===== src/rtl/skin_pkg.sv =====
// Shared constants and config-port encodings for the skin-tone chroma transform.
package skin_pkg;

   // Default pass band on Y (inclusive at both ends).
   localparam int K_L_DEF        = 125;
   localparam int K_H_DEF        = 188;

   // Re-centre constants; also the reset contents of the mean tables.
   localparam int CB_MEAN_KH_DEF = 108;
   localparam int CR_MEAN_KH_DEF = 154;

   // Fixed-point position of the gain tables (1.0 == 1 << GAIN_FRAC).
   localparam int GAIN_FRAC_DEF  = 8;

   // cfg_ch: which channel's table pair a write targets.
   typedef enum logic {
      CFG_CH_CB = 1'b0,
      CFG_CH_CR = 1'b1
   } cfg_ch_e;

   // cfg_sel: which table of the pair a write targets.
   typedef enum logic {
      CFG_SEL_MEAN = 1'b0,
      CFG_SEL_GAIN = 1'b1
   } cfg_sel_e;

endpackage


===== src/rtl/chroma_skin_transform_if.sv =====
// Pixel stream, backpressure and table-programming signals of the chroma transform.
interface chroma_skin_transform_if #(
   parameter int DATA_W = 8,
   parameter int LUT_AW = 4,
   parameter int GAIN_W = 10
);
   // Table programming
   logic              cfg_we;
   logic              cfg_ch;
   logic              cfg_sel;
   logic [LUT_AW-1:0] cfg_addr;
   logic [GAIN_W-1:0] cfg_data;

   // Input pixel stream
   logic              in_valid;
   logic              in_ready;
   logic [DATA_W-1:0] in_y;
   logic [DATA_W-1:0] in_cb;
   logic [DATA_W-1:0] in_cr;

   // Output pixel stream
   logic              out_valid;
   logic              out_ready;
   logic [DATA_W-1:0] out_cb;
   logic [DATA_W-1:0] out_cr;
   logic              out_in_band;

   // Upstream/downstream environment side.
   modport master (
      output cfg_we, cfg_ch, cfg_sel, cfg_addr, cfg_data,
      output in_valid, in_y, in_cb, in_cr, out_ready,
      input  in_ready, out_valid, out_cb, out_cr, out_in_band
   );

   // Transform block side.
   modport slave (
      input  cfg_we, cfg_ch, cfg_sel, cfg_addr, cfg_data,
      input  in_valid, in_y, in_cb, in_cr, out_ready,
      output in_ready, out_valid, out_cb, out_cr, out_in_band
   );

endinterface


===== src/rtl/chroma_lane.sv =====
// One chroma channel: programmable mean/gain tables plus the S1-S4 datapath
// (lookup, diff, multiply, shift/re-centre/clamp with pass-through mux).
module chroma_lane
   import skin_pkg::*;
#(
   parameter int DATA_W    = 8,
   parameter int LUT_AW    = 4,
   parameter int GAIN_W    = 10,
   parameter int GAIN_FRAC = GAIN_FRAC_DEF,
   parameter int MEAN_KH   = CB_MEAN_KH_DEF
) (
   input  logic              clk,
   input  logic              rst_n,
   input  logic              en,
   input  logic [LUT_AW-1:0] lut_idx,
   input  logic [DATA_W-1:0] in_c,
   input  logic              band_s3,
   input  logic              mean_we,
   input  logic              gain_we,
   input  logic [LUT_AW-1:0] cfg_addr,
   input  logic [GAIN_W-1:0] cfg_data,
   output logic [DATA_W-1:0] out_c
);

   localparam int TBL_D  = 2 ** LUT_AW;
   localparam int DIFF_W = DATA_W + 1;
   localparam int PROD_W = DATA_W + GAIN_W + 1;
   localparam int SUM_W  = PROD_W + 1;

   localparam logic [GAIN_W-1:0]       GAIN_ONE = GAIN_W'(2 ** GAIN_FRAC);
   localparam logic signed [SUM_W-1:0] KH_EXT   = SUM_W'(MEAN_KH);
   localparam logic signed [SUM_W-1:0] OUT_MAX  = SUM_W'((2 ** DATA_W) - 1);

   logic [DATA_W-1:0] mean_tbl [TBL_D];
   logic [GAIN_W-1:0] gain_tbl [TBL_D];

   logic [DATA_W-1:0]        s1_c, s1_m, s2_c, s3_c;
   logic [GAIN_W-1:0]        s1_g, s2_g;
   logic signed [DIFF_W-1:0] s2_diff;
   logic signed [PROD_W-1:0] s3_prod;

   logic signed [PROD_W-1:0] diff_ext, g_ext, prod, sh;
   logic signed [SUM_W-1:0]  sum;
   logic [DATA_W-1:0]        clamped;

   // Table storage: written every cycle cfg asks, regardless of pipeline stalls.
   // NOTE: these tables are reset (flops, not RAM) because reset must restore
   // the identity transform; an ordinary memory would keep stale contents.
   always_ff @(posedge clk or negedge rst_n) begin
      if (!rst_n) begin
         for (int i = 0; i < TBL_D; i++) begin
            mean_tbl[i] <= DATA_W'(MEAN_KH);
            gain_tbl[i] <= GAIN_ONE;
         end
      end else begin
         if (mean_we) mean_tbl[cfg_addr] <= cfg_data[DATA_W-1:0];
         if (gain_we) gain_tbl[cfg_addr] <= cfg_data;
      end
   end

   // S1: capture chroma and the combinational table read; a same-cycle write
   // lands on the clock edge, so this lookup sees the old entry.
   // NOTE: state uses non-blocking assignments so every stage samples the
   // previous stage's pre-edge value regardless of statement order.
   always_ff @(posedge clk or negedge rst_n) begin
      if (!rst_n) begin
         s1_c <= '0;
         s1_m <= '0;
         s1_g <= '0;
      end else if (en) begin
         s1_c <= in_c;
         s1_m <= mean_tbl[lut_idx];
         s1_g <= gain_tbl[lut_idx];
      end
   end

   // S2: signed distance from the programmed mean.
   always_ff @(posedge clk or negedge rst_n) begin
      if (!rst_n) begin
         s2_c    <= '0;
         s2_g    <= '0;
         s2_diff <= '0;
      end else if (en) begin
         s2_c    <= s1_c;
         s2_g    <= s1_g;
         s2_diff <= $signed({1'b0, s1_c}) - $signed({1'b0, s1_m});
      end
   end

   // Operand extension, multiply, shift, re-centre and clamp.
   // NOTE: every output of this block is assigned on every path (defaults
   // first), so no latch is inferred.
   always_comb begin
      diff_ext = {{(PROD_W - DIFF_W){s2_diff[DIFF_W-1]}}, s2_diff};
      g_ext    = {{(PROD_W - GAIN_W){1'b0}}, s2_g};
      prod     = diff_ext * g_ext;
      sh       = s3_prod >>> GAIN_FRAC;
      sum      = {sh[PROD_W-1], sh} + KH_EXT;
      clamped  = sum[DATA_W-1:0];
      if (sum < 0)            clamped = '0;
      else if (sum > OUT_MAX) clamped = '1;
   end

   // S3: register the full-precision product.
   always_ff @(posedge clk or negedge rst_n) begin
      if (!rst_n) begin
         s3_c    <= '0;
         s3_prod <= '0;
      end else if (en) begin
         s3_c    <= s2_c;
         s3_prod <= prod;
      end
   end

   // S4: pass-through for in-band luma, otherwise the clamped transform.
   always_ff @(posedge clk or negedge rst_n) begin
      if (!rst_n)  out_c <= '0;
      else if (en) out_c <= band_s3 ? s3_c : clamped;
   end

endmodule


===== src/rtl/chroma_skin_transform.sv =====
// Two-channel luma-dependent skin-tone chroma transform: 4-stage stallable
// pipeline with a single global enable, valid/in-band chains and config decode.
module chroma_skin_transform
   import skin_pkg::*;
#(
   parameter int DATA_W     = 8,
   parameter int LUT_AW     = 4,
   parameter int GAIN_W     = 10,
   parameter int GAIN_FRAC  = GAIN_FRAC_DEF,
   parameter int K_L        = K_L_DEF,
   parameter int K_H        = K_H_DEF,
   parameter int CB_MEAN_KH = CB_MEAN_KH_DEF,
   parameter int CR_MEAN_KH = CR_MEAN_KH_DEF
) (
   input logic                   clk,
   input logic                   rst_n,
   chroma_skin_transform_if.slave bus
);

   logic              en;
   logic [LUT_AW-1:0] lut_idx;
   logic              in_band;
   logic              s1_v, s2_v, s3_v;
   logic              s1_band, s2_band, s3_band;
   logic              cb_mean_we, cb_gain_we, cr_mean_we, cr_gain_we;

   // The whole pipe moves together; it only freezes while a finished pixel waits.
   assign en           = !bus.out_valid || bus.out_ready;
   assign bus.in_ready = en;

   assign lut_idx = bus.in_y[DATA_W-1 -: LUT_AW];
   assign in_band = (bus.in_y >= DATA_W'(K_L)) && (bus.in_y <= DATA_W'(K_H));

   // Route a table write strobe to exactly one of the four tables.
   always_comb begin
      cb_mean_we = 1'b0;
      cb_gain_we = 1'b0;
      cr_mean_we = 1'b0;
      cr_gain_we = 1'b0;
      if (bus.cfg_we) begin
         if (cfg_ch_e'(bus.cfg_ch) == CFG_CH_CB) begin
            cb_mean_we = (cfg_sel_e'(bus.cfg_sel) == CFG_SEL_MEAN);
            cb_gain_we = (cfg_sel_e'(bus.cfg_sel) == CFG_SEL_GAIN);
         end else begin
            cr_mean_we = (cfg_sel_e'(bus.cfg_sel) == CFG_SEL_MEAN);
            cr_gain_we = (cfg_sel_e'(bus.cfg_sel) == CFG_SEL_GAIN);
         end
      end
   end

   // Valid and in-band chains alongside the lane datapaths; bubbles ride along.
   always_ff @(posedge clk or negedge rst_n) begin
      if (!rst_n) begin
         s1_v            <= 1'b0;
         s2_v            <= 1'b0;
         s3_v            <= 1'b0;
         bus.out_valid   <= 1'b0;
         s1_band         <= 1'b0;
         s2_band         <= 1'b0;
         s3_band         <= 1'b0;
         bus.out_in_band <= 1'b0;
      end else if (en) begin
         s1_v            <= bus.in_valid;
         s2_v            <= s1_v;
         s3_v            <= s2_v;
         bus.out_valid   <= s3_v;
         s1_band         <= in_band;
         s2_band         <= s1_band;
         s3_band         <= s2_band;
         bus.out_in_band <= s3_band;
      end
   end

   chroma_lane #(
      .DATA_W   (DATA_W),
      .LUT_AW   (LUT_AW),
      .GAIN_W   (GAIN_W),
      .GAIN_FRAC(GAIN_FRAC),
      .MEAN_KH  (CB_MEAN_KH)
   ) u_lane_cb (
      .clk     (clk),
      .rst_n   (rst_n),
      .en      (en),
      .lut_idx (lut_idx),
      .in_c    (bus.in_cb),
      .band_s3 (s3_band),
      .mean_we (cb_mean_we),
      .gain_we (cb_gain_we),
      .cfg_addr(bus.cfg_addr),
      .cfg_data(bus.cfg_data),
      .out_c   (bus.out_cb)
   );

   chroma_lane #(
      .DATA_W   (DATA_W),
      .LUT_AW   (LUT_AW),
      .GAIN_W   (GAIN_W),
      .GAIN_FRAC(GAIN_FRAC),
      .MEAN_KH  (CR_MEAN_KH)
   ) u_lane_cr (
      .clk     (clk),
      .rst_n   (rst_n),
      .en      (en),
      .lut_idx (lut_idx),
      .in_c    (bus.in_cr),
      .band_s3 (s3_band),
      .mean_we (cr_mean_we),
      .gain_we (cr_gain_we),
      .cfg_addr(bus.cfg_addr),
      .cfg_data(bus.cfg_data),
      .out_c   (bus.out_cr)
   );

endmodule


===== src/flat_wrapper.sv =====
// flat-port wrapper written by rule: the top's interface ports become plain ports
module chroma_skin_transform_flat import skin_pkg::*;
#(
   parameter int DATA_W     = 8,
   parameter int LUT_AW     = 4,
   parameter int GAIN_W     = 10,
   parameter int GAIN_FRAC  = GAIN_FRAC_DEF,
   parameter int K_L        = K_L_DEF,
   parameter int K_H        = K_H_DEF,
   parameter int CB_MEAN_KH = CB_MEAN_KH_DEF,
   parameter int CR_MEAN_KH = CR_MEAN_KH_DEF
)
  (clk, rst_n, bus_cfg_we, bus_cfg_ch, bus_cfg_sel, bus_cfg_addr, bus_cfg_data, bus_in_valid, bus_in_y, bus_in_cb, bus_in_cr, bus_out_ready, bus_in_ready, bus_out_valid, bus_out_cb, bus_out_cr, bus_out_in_band);
  chroma_skin_transform_if #(.DATA_W(DATA_W), .LUT_AW(LUT_AW), .GAIN_W(GAIN_W)) bus_i ();
  input logic clk;
  input logic rst_n;
  input wire logic [$bits(bus_i.cfg_we)-1:0] bus_cfg_we;
  input wire logic [$bits(bus_i.cfg_ch)-1:0] bus_cfg_ch;
  input wire logic [$bits(bus_i.cfg_sel)-1:0] bus_cfg_sel;
  input wire logic [$bits(bus_i.cfg_addr)-1:0] bus_cfg_addr;
  input wire logic [$bits(bus_i.cfg_data)-1:0] bus_cfg_data;
  input wire logic [$bits(bus_i.in_valid)-1:0] bus_in_valid;
  input wire logic [$bits(bus_i.in_y)-1:0] bus_in_y;
  input wire logic [$bits(bus_i.in_cb)-1:0] bus_in_cb;
  input wire logic [$bits(bus_i.in_cr)-1:0] bus_in_cr;
  input wire logic [$bits(bus_i.out_ready)-1:0] bus_out_ready;
  output wire logic [$bits(bus_i.in_ready)-1:0] bus_in_ready;
  output wire logic [$bits(bus_i.out_valid)-1:0] bus_out_valid;
  output wire logic [$bits(bus_i.out_cb)-1:0] bus_out_cb;
  output wire logic [$bits(bus_i.out_cr)-1:0] bus_out_cr;
  output wire logic [$bits(bus_i.out_in_band)-1:0] bus_out_in_band;
  assign bus_i.cfg_we = bus_cfg_we;
  assign bus_i.cfg_ch = bus_cfg_ch;
  assign bus_i.cfg_sel = bus_cfg_sel;
  assign bus_i.cfg_addr = bus_cfg_addr;
  assign bus_i.cfg_data = bus_cfg_data;
  assign bus_i.in_valid = bus_in_valid;
  assign bus_i.in_y = bus_in_y;
  assign bus_i.in_cb = bus_in_cb;
  assign bus_i.in_cr = bus_in_cr;
  assign bus_i.out_ready = bus_out_ready;
  assign bus_in_ready = bus_i.in_ready;
  assign bus_out_valid = bus_i.out_valid;
  assign bus_out_cb = bus_i.out_cb;
  assign bus_out_cr = bus_i.out_cr;
  assign bus_out_in_band = bus_i.out_in_band;
  chroma_skin_transform #(.DATA_W(DATA_W), .LUT_AW(LUT_AW), .GAIN_W(GAIN_W), .GAIN_FRAC(GAIN_FRAC), .K_L(K_L), .K_H(K_H), .CB_MEAN_KH(CB_MEAN_KH), .CR_MEAN_KH(CR_MEAN_KH)) u_core (.clk(clk), .rst_n(rst_n), .bus(bus_i));
endmodule

===== config.mk =====
export PLATFORM = sky130hd
export DESIGN_NAME = chroma_skin_transform_flat
export DESIGN_NICKNAME = d
export VERILOG_FILES = /design/src/rtl/skin_pkg.sv /design/src/rtl/chroma_skin_transform_if.sv /design/src/rtl/chroma_lane.sv /design/src/rtl/chroma_skin_transform.sv /design/src/flat_wrapper.sv
export SDC_FILE = /design/constraint.sdc
export NUM_CORES = 1
export LEC_CHECK = 0
export BUFFER_PORTS_ARGS = -buffer_cell sky130_fd_sc_hd__buf_2
export CELL_PAD_IN_SITES_DETAIL_PLACEMENT = 0
export CELL_PAD_IN_SITES_GLOBAL_PLACEMENT = 1
export CORE_MARGIN = 2
export CORE_UTILIZATION = 57
export DETAILED_ROUTE_END_ITERATION = 7
export PLACE_DENSITY = 0.85
export SLEW_MARGIN = 20
export SYNTH_ARGS = -nofsm -noshare
export SYNTH_HDL_FRONTEND = slang
export SYNTH_SLANG_ARGS = --single-unit

===== constraint.sdc =====
create_clock -name clk -period 12.87 [get_ports clk]
set_input_delay 1.287 -clock clk [delete_from_list [all_inputs] [get_ports clk]]
set_output_delay 1.287 -clock clk [all_outputs]
set_load 0.1 [all_outputs]

* Yosys cells after proc, flatten, opt, wreduce, memory -nomap -nowiden
Cells that the tools add are included.
** Cells by class
- Add/sub/neg operators :: 4
- Multipliers :: 2
- Order comparisons :: 9
- Mux-type cells :: 34
- Bitwise logic cells :: 3
- Reductions and logical operators :: 4
** Operators by type and width (number)
- bitwise mux 160 bit :: 2
- bitwise mux 128 bit :: 2
- 2-to-1 mux 8 bit :: 11
- binary-select mux 10 bit (select 4 bit) :: 2
- binary-select mux 8 bit (select 4 bit) :: 2
- 2-to-1 mux 10 bit :: 5
- demux 10 bit (select 4 bit) :: 1
- multiplier 9 x 11 -> 19 bit :: 2
- demux 8 bit (select 4 bit) :: 1
- greater-than comparator 12 x 9 -> 1 bit, second input constant :: 2
- < comparator 12 x 1 -> 1 bit, second input constant :: 2
- subtractor 8 x 8 -> 9 bit :: 2
- adder 11 x 8 -> 12 bit, second input constant :: 1
- adder 11 x 9 -> 12 bit, second input constant :: 1
- greater-or-equal comparator 5 bit, second input constant :: 2
- inverter 4 -> 5 bit :: 2
- greater-or-equal comparator 8 x 7 -> 1 bit, second input constant :: 1
- <= comparator 8 bit, second input constant :: 1
- 2-to-1 mux 1 bit :: 8
- < comparator 5 x 1 -> 1 bit, second input constant :: 1
- logical AND 1 bit :: 2
- logical NOT 1 bit :: 1
- logical OR 1 bit :: 1
- inverter 1 bit :: 1
** Storage, ports and cells
- Register bits after elaboration :: 760
- Output and inout bits :: 19
- Word-level logic and storage cells :: 146

* Logic depth before layout (Yosys ltp)
- Depth in word-level cells :: 6
- Depth in mapped cells :: 17
- Mapped depth without buffers :: 16

* By module
A second synthesis with hierarchy kept.
** Second synthesis, totals
- Cell total of the unflattened synthesis :: 2796
- Area total of the unflattened synthesis :: 39324.0 sq um
** Modules (own cells, without submodules)
- chroma_lane (u_core.u_lane_cr) :: instances 1, cells each 1380, area each 19503.7 sq um
- chroma_lane (u_core.u_lane_cb) :: instances 1, cells each 1387, area each 19463.7 sq um
- chroma_skin_transform :: instances 1, cells each 29, area each 356.6 sq um

* Least setup slack after synthesis
OpenSTA, ideal clock, no wires.
- Kind :: reg2reg
- Start point :: register u_core.u_lane_cb.s2_g[7]
- End point :: register u_core.u_lane_cb.s3_prod[17]
- Setup time :: 0.069 ns
- Arrival time :: 4.658 ns
- Slack :: 8.143 ns
- Stages on the path, launching flop included :: 18
- Path buffers :: 1
- Cell sequence :: dfrtp_1 clkbuf_1 nand2_1 fa_1 inv_1 fa_1 inv_1 fa_1 inv_1 fa_1 fa_1 ha_1 nand2_1 o21ai_0 o21ai_0 a21boi_1 or4_1 nand3_1
** Between the ends
- Word-level cells in the longest chain between the ends :: 1
** Ends and longest elaborated chain
- from (decl) :: line chroma_lane.sv:38 : logic [GAIN_W-1:0] s1_g, s2_g;
- from (signal assigned) :: line chroma_lane.sv:85 : s2_g <= s1_g;
- multiplier 9 x 11 -> 19 bit :: line chroma_lane.sv:96 : prod = diff_ext * g_ext;
- to (signal assigned) :: line chroma_lane.sv:111 : s3_prod <= prod;
- to (decl) :: line chroma_lane.sv:40 : logic signed [PROD_W-1:0] s3_prod;
Every way passes these cells.
A chain may end at the register's enable or synchronous reset.

* Worst setup path in the final report
- Start point :: register u_core.u_lane_cr.s2_diff[8]
- End point :: register u_core.u_lane_cr.s3_prod[18]
** Between the ends
- Word-level cells in the longest chain between the ends :: 1
** Ends and longest elaborated chain
- from (decl) :: line chroma_lane.sv:39 : logic signed [DIFF_W-1:0] s2_diff;
- from (signal assigned) :: line chroma_lane.sv:86 : s2_diff <= $signed({1'b0, s1_c}) - $signed({1'b0, s1_m});
- multiplier 9 x 11 -> 19 bit :: line chroma_lane.sv:96
- to (signal assigned) :: line chroma_lane.sv:111
- to (decl) :: line chroma_lane.sv:40
Every way passes these cells.

==> impl_results.md <==
- Fin crit share: 0.405
- Hold Violations, Final: 0
- Root Driver: clkbuf_16
- H-tree depth: 3
- Post-synthesis sequential area ratio: 0.481
- Yosys warnings: 0
- Setup-failing EPs final: 0
- Rows: 96
- Grt met3 use: 0.0449
- Total congestion overflow: 0
- Peak Freq: 192 MHz
- Post-layout util: 0.625
- Synth unique cells: 63
- CP required: 13.40 ns
- DIE AREA: 70700 um2
- Worst slack at placement: 7.68 ns
- Chip height: 266 um
- Nets: 3227
- Area of the core: 68200 um2
- Min Tclk post-route: 5.21 ns
- Final clock skew: 0.0323 ns
- Outcome: completed
- CTS clock-pin slew for the worst setup and hold paths: 0.06 ns
- Vias in the first global route: 24866
- Area delta synth->final: 8.98%
- Hold Slack: 0.462 ns
- Internal: 5.66 mW
- Synth Instances: 2980
- Maximum Capacitance Violations: 0
- EDFF count, synth: 0
- Max clock buf depth: 3
- Largest net degree at the start of global routing: 167
- Clk_lat worst skew: 0.64 ns
- Synth Net Count: 3254
- Initial DRC count: 1490
- DR DRC count: 0
- Critical Path Start: u_core.u_lane_cr.s2_diff[8]
- Fin cells: 3902
- Post-DRT Antenna Nets: 0
- Io pins: 64
- CP max FO: 13
- Grt met2 use: 0.410
- Comb pwr share: 0.376
- Max-slew violation count: 0
- Unrepaired setup endpoints after global routing: false
- Startpoint types: register
- Relative slew slack: 0.314
- Switching part of the total power: 0.364
- Met1 global-route usage: 0.361
- Num Clock Sinks: 744
- Starting Density: 0.573
- #FFs+latches synth: 744
- Pre-Repair DR Iteration Count: 5
- Worst setup margin: 7.66 ns
- Inst Count DP: 3753
- Layout cell share with drive strength beyond 1: 0.384
- CTS Hold Buffers Added: 0
- Post-CTS Setup Bufs: 0
- Avg Cell Area, Syn: 13.1 um2
- TritonCTS clock tree: yes
- Port bufs: 63
- Gr busiest metal: met2
- Final std cell area, no fill: 42600 um2
- R2R Path Start: u_core.u_lane_cr.s2_diff[8]
- Reg power frac: 0.366
- Main synth FF type: dfrtp_1
- Drt wl/cell: 22.2 um
- Placer congestion estimate: 0.820
- Hold crit path type: register to register
- PwrDens: 209 nW/um2
- Critical path endpoint category: register
- Max VDD drop: 154 uV
- Switching power: 3.25 mW
- Least-Margin Pin Slew: 1.03 ns
- CTS resizes: 0
- Antenna violations before repair: 7
- Routed WL: 86500 um
- Critical path class: register to register
- Clock share of power: 0.257
- Ys async rst share: 1.00
- Global-route wire length before repair: 141000 um
- Leak Pwr: 19.9 nW
- Hold_sp: u_core.bus.out_in_band
- Die W: 266 um
- Vias: 23395
- Placed Area: 39900 um2
- GRT Total Usage: 0.255
- Vias per std cell: 6.00
- Synth Cell Area: 39100 um2
- Setup TNS: 0 ns
- Dpl hpwl: 56100 um
- Num CTS Buffers: 80
- Tot Pwr: 8.91 mW
- Worst Path Arrival: 5.75 ns
-- synthesized netlist by cell type (3+ instances only) --
| library cell | instances | area, um2 |
|---|---|---|
| o21a_1 | 11 | 82.6 |
| nor4_1 | 3 | 18.8 |
| a211oi_1 | 10 | 75.1 |
| inv_1 | 122 | 458 |
| a21oi_1 | 45 | 225 |
| nor2_1 | 50 | 188 |
| nand3_1 | 8 | 40.0 |
| ha_1 | 115 | 1440 |
| a31oi_1 | 4 | 25.0 |
| and2_1 | 91 | 569 |
| buf_2 | 18 | 90.1 |
| fa_1 | 114 | 2280 |
| a211o_1 | 4 | 35.0 |
| nand2b_1 | 15 | 93.8 |
| o221ai_1 | 4 | 35.0 |
| mux4_2 | 180 | 4050 |
| o31ai_1 | 17 | 128 |
| buf_6 | 6 | 67.6 |
| xor2_1 | 12 | 105 |
| nand2_2 | 4 | 25.0 |
| nor2_4 | 6 | 67.6 |
| nor2_2 | 13 | 81.3 |
| nor2b_1 | 21 | 131 |
| o21ai_0 | 53 | 265 |
| nand4_1 | 8 | 50.1 |
| xnor2_1 | 21 | 184 |
| or3_1 | 5 | 31.3 |
| and4_1 | 3 | 26.3 |
| nor3_1 | 19 | 95.1 |
| o2111ai_1 | 4 | 35.0 |
| buf_1 | 19 | 71.3 |
| dfrtp_1 | 584 | 14600 |
| or2_2 | 9 | 56.3 |
| dfstp_2 | 160 | 4200 |
| a21o_1 | 13 | 97.6 |
| and3_1 | 7 | 43.8 |
| clkbuf_1 | 148 | 556 |
| nand2_1 | 441 | 1660 |
| mux2_2 | 577 | 6500 |
| o211ai_1 | 4 | 30.0 |
| a21boi_0 | 5 | 37.5 |
-- worst max-delay path, cell delays in order (launching register included) --
cell      delay, ns
dfrtp_1        0.63
nand2b_1       0.15
fa_1           0.52
fa_1           0.54
inv_1          0.05
fa_1           0.50
fa_1           0.57
fa_1           0.43
ha_1           0.36
and2_1         0.15
nand4b_1       0.21
a31oi_1        0.40
nor2_1         0.13
o2111a_1       0.27
nor3_1         0.19
-- layer usage --
metal,part of all wire,vias up,wire (um)
met4,0.027,4,2360
met3,0.048,161,4110
met5,0.00027,-,23
met1,0.44,12336,38300
met2,0.48,500,41700
li1,-,10394,-
-- area by class of cell --
class / count / area, um2
repair buffers: 82 / 526
flip-flops and latches: 744 / 18800
inverters: 123 / 467
multi-input cells: 1922 / 19100
clock inverters: 26 / 314
well taps: 882 / 1100
fillers: 5166 / 25600
clock buffers: 120 / 2330
diodes: 3 / 7.51
-- flip-flops by register name (all words and copies together), names as in the netlist, 10 cells and up --
signal and count:
u_core.u_lane_cr.s3_prod 11, u_core.u_lane_cr.s1_g 10, u_core.u_lane_cr.gain_tbl 160, u_core.u_lane_cr.s2_g 10, u_core.u_lane_cb.s2_g 10, u_core.u_lane_cr.mean_tbl 128, u_core.u_lane_cb.mean_tbl 128, u_core.u_lane_cb.s3_prod 11
u_core.u_lane_cb.gain_tbl 160, u_core.u_lane_cb.s1_g 10
-- worst paths after layout --
| path | cells past startpoint | endpoint | slack [ns] |
|---|---|---|---|
| max in group asynchronous | 4 | u_core.u_lane_cr.gain_tbl[149] | 9.30 |
| hold reg to reg | 2 | u_core.bus.out_in_band | 0.46 |
| min in group asynchronous | 1 | u_core.u_lane_cr.s3_prod[9] | 0.67 |
| hold / removal | 2 | u_core.bus.out_in_band | 0.46 |
| setup reg to reg | 14 | u_core.u_lane_cr.s3_prod[18] | 7.66 |
| setup / recovery | 14 | u_core.u_lane_cr.s3_prod[18] | 7.66 |
-- power by group through the flow --
stage          combinational (mW)  clock, mW  sequential [mW]
2_1_floorplan                2.55          0             3.27
3_3_place_gp                 3.29          0             3.26
3_5_place_dp                 3.36          0             3.30
4_1_cts                      3.40       2.34             3.26
5_1_grt                      3.81       2.44             3.33
6_report                     3.35       2.29             3.26
-- cell families after synthesis --
| logic type | count (synthesis) | share of synthesized area |
|---|---|---|
| mux | 757 | 0.270 |
| compound gates | 190 | 0.0314 |
| flops | 744 | 0.481 |
| xor+xnor | 33 | 0.00739 |
| simple gates | 713 | 0.0832 |
| buf+inv | 314 | 0.0319 |
| fa+ha+maj | 229 | 0.0951 |
-- placed cells by master (no fill, tap or decap), drive strengths merged, types with 4 or more instances in the layout --
| cell type | Yosys | routed |
|---|---|---|
| a21o | 13 | 13 |
| inv | 122 | 124 |
| o2111ai | 4 | 4 |
| a211o | 4 | 4 |
| clkinv | 1 | 20 |
| nand4 | 8 | 8 |
| buf | 43 | 82 |
| xnor2 | 21 | 21 |
| or2 | 10 | 10 |
| or3 | 5 | 5 |
| mux4 | 180 | 180 |
| o211ai | 4 | 4 |
| o21a | 11 | 11 |
| nor2 | 69 | 69 |
| and2 | 91 | 91 |
| bufinv | 0 | 4 |
| nor3 | 19 | 19 |
| a21oi | 45 | 45 |
| a211oi | 10 | 10 |
| o21ai | 53 | 53 |
| fa | 114 | 114 |
| dfstp | 160 | 160 |
| nand2 | 445 | 445 |
| xor2 | 12 | 12 |
| a21boi | 6 | 6 |
| o31ai | 17 | 17 |
| dfrtp | 584 | 584 |
| a31oi | 4 | 4 |
| o221ai | 4 | 4 |
| clkbuf | 148 | 120 |
| nor2b | 21 | 21 |
| nand3 | 8 | 8 |
| and3 | 7 | 7 |
| mux2 | 577 | 577 |
| ha | 115 | 115 |
| nand2b | 15 | 15 |
(Power assumes the default switching activity.)
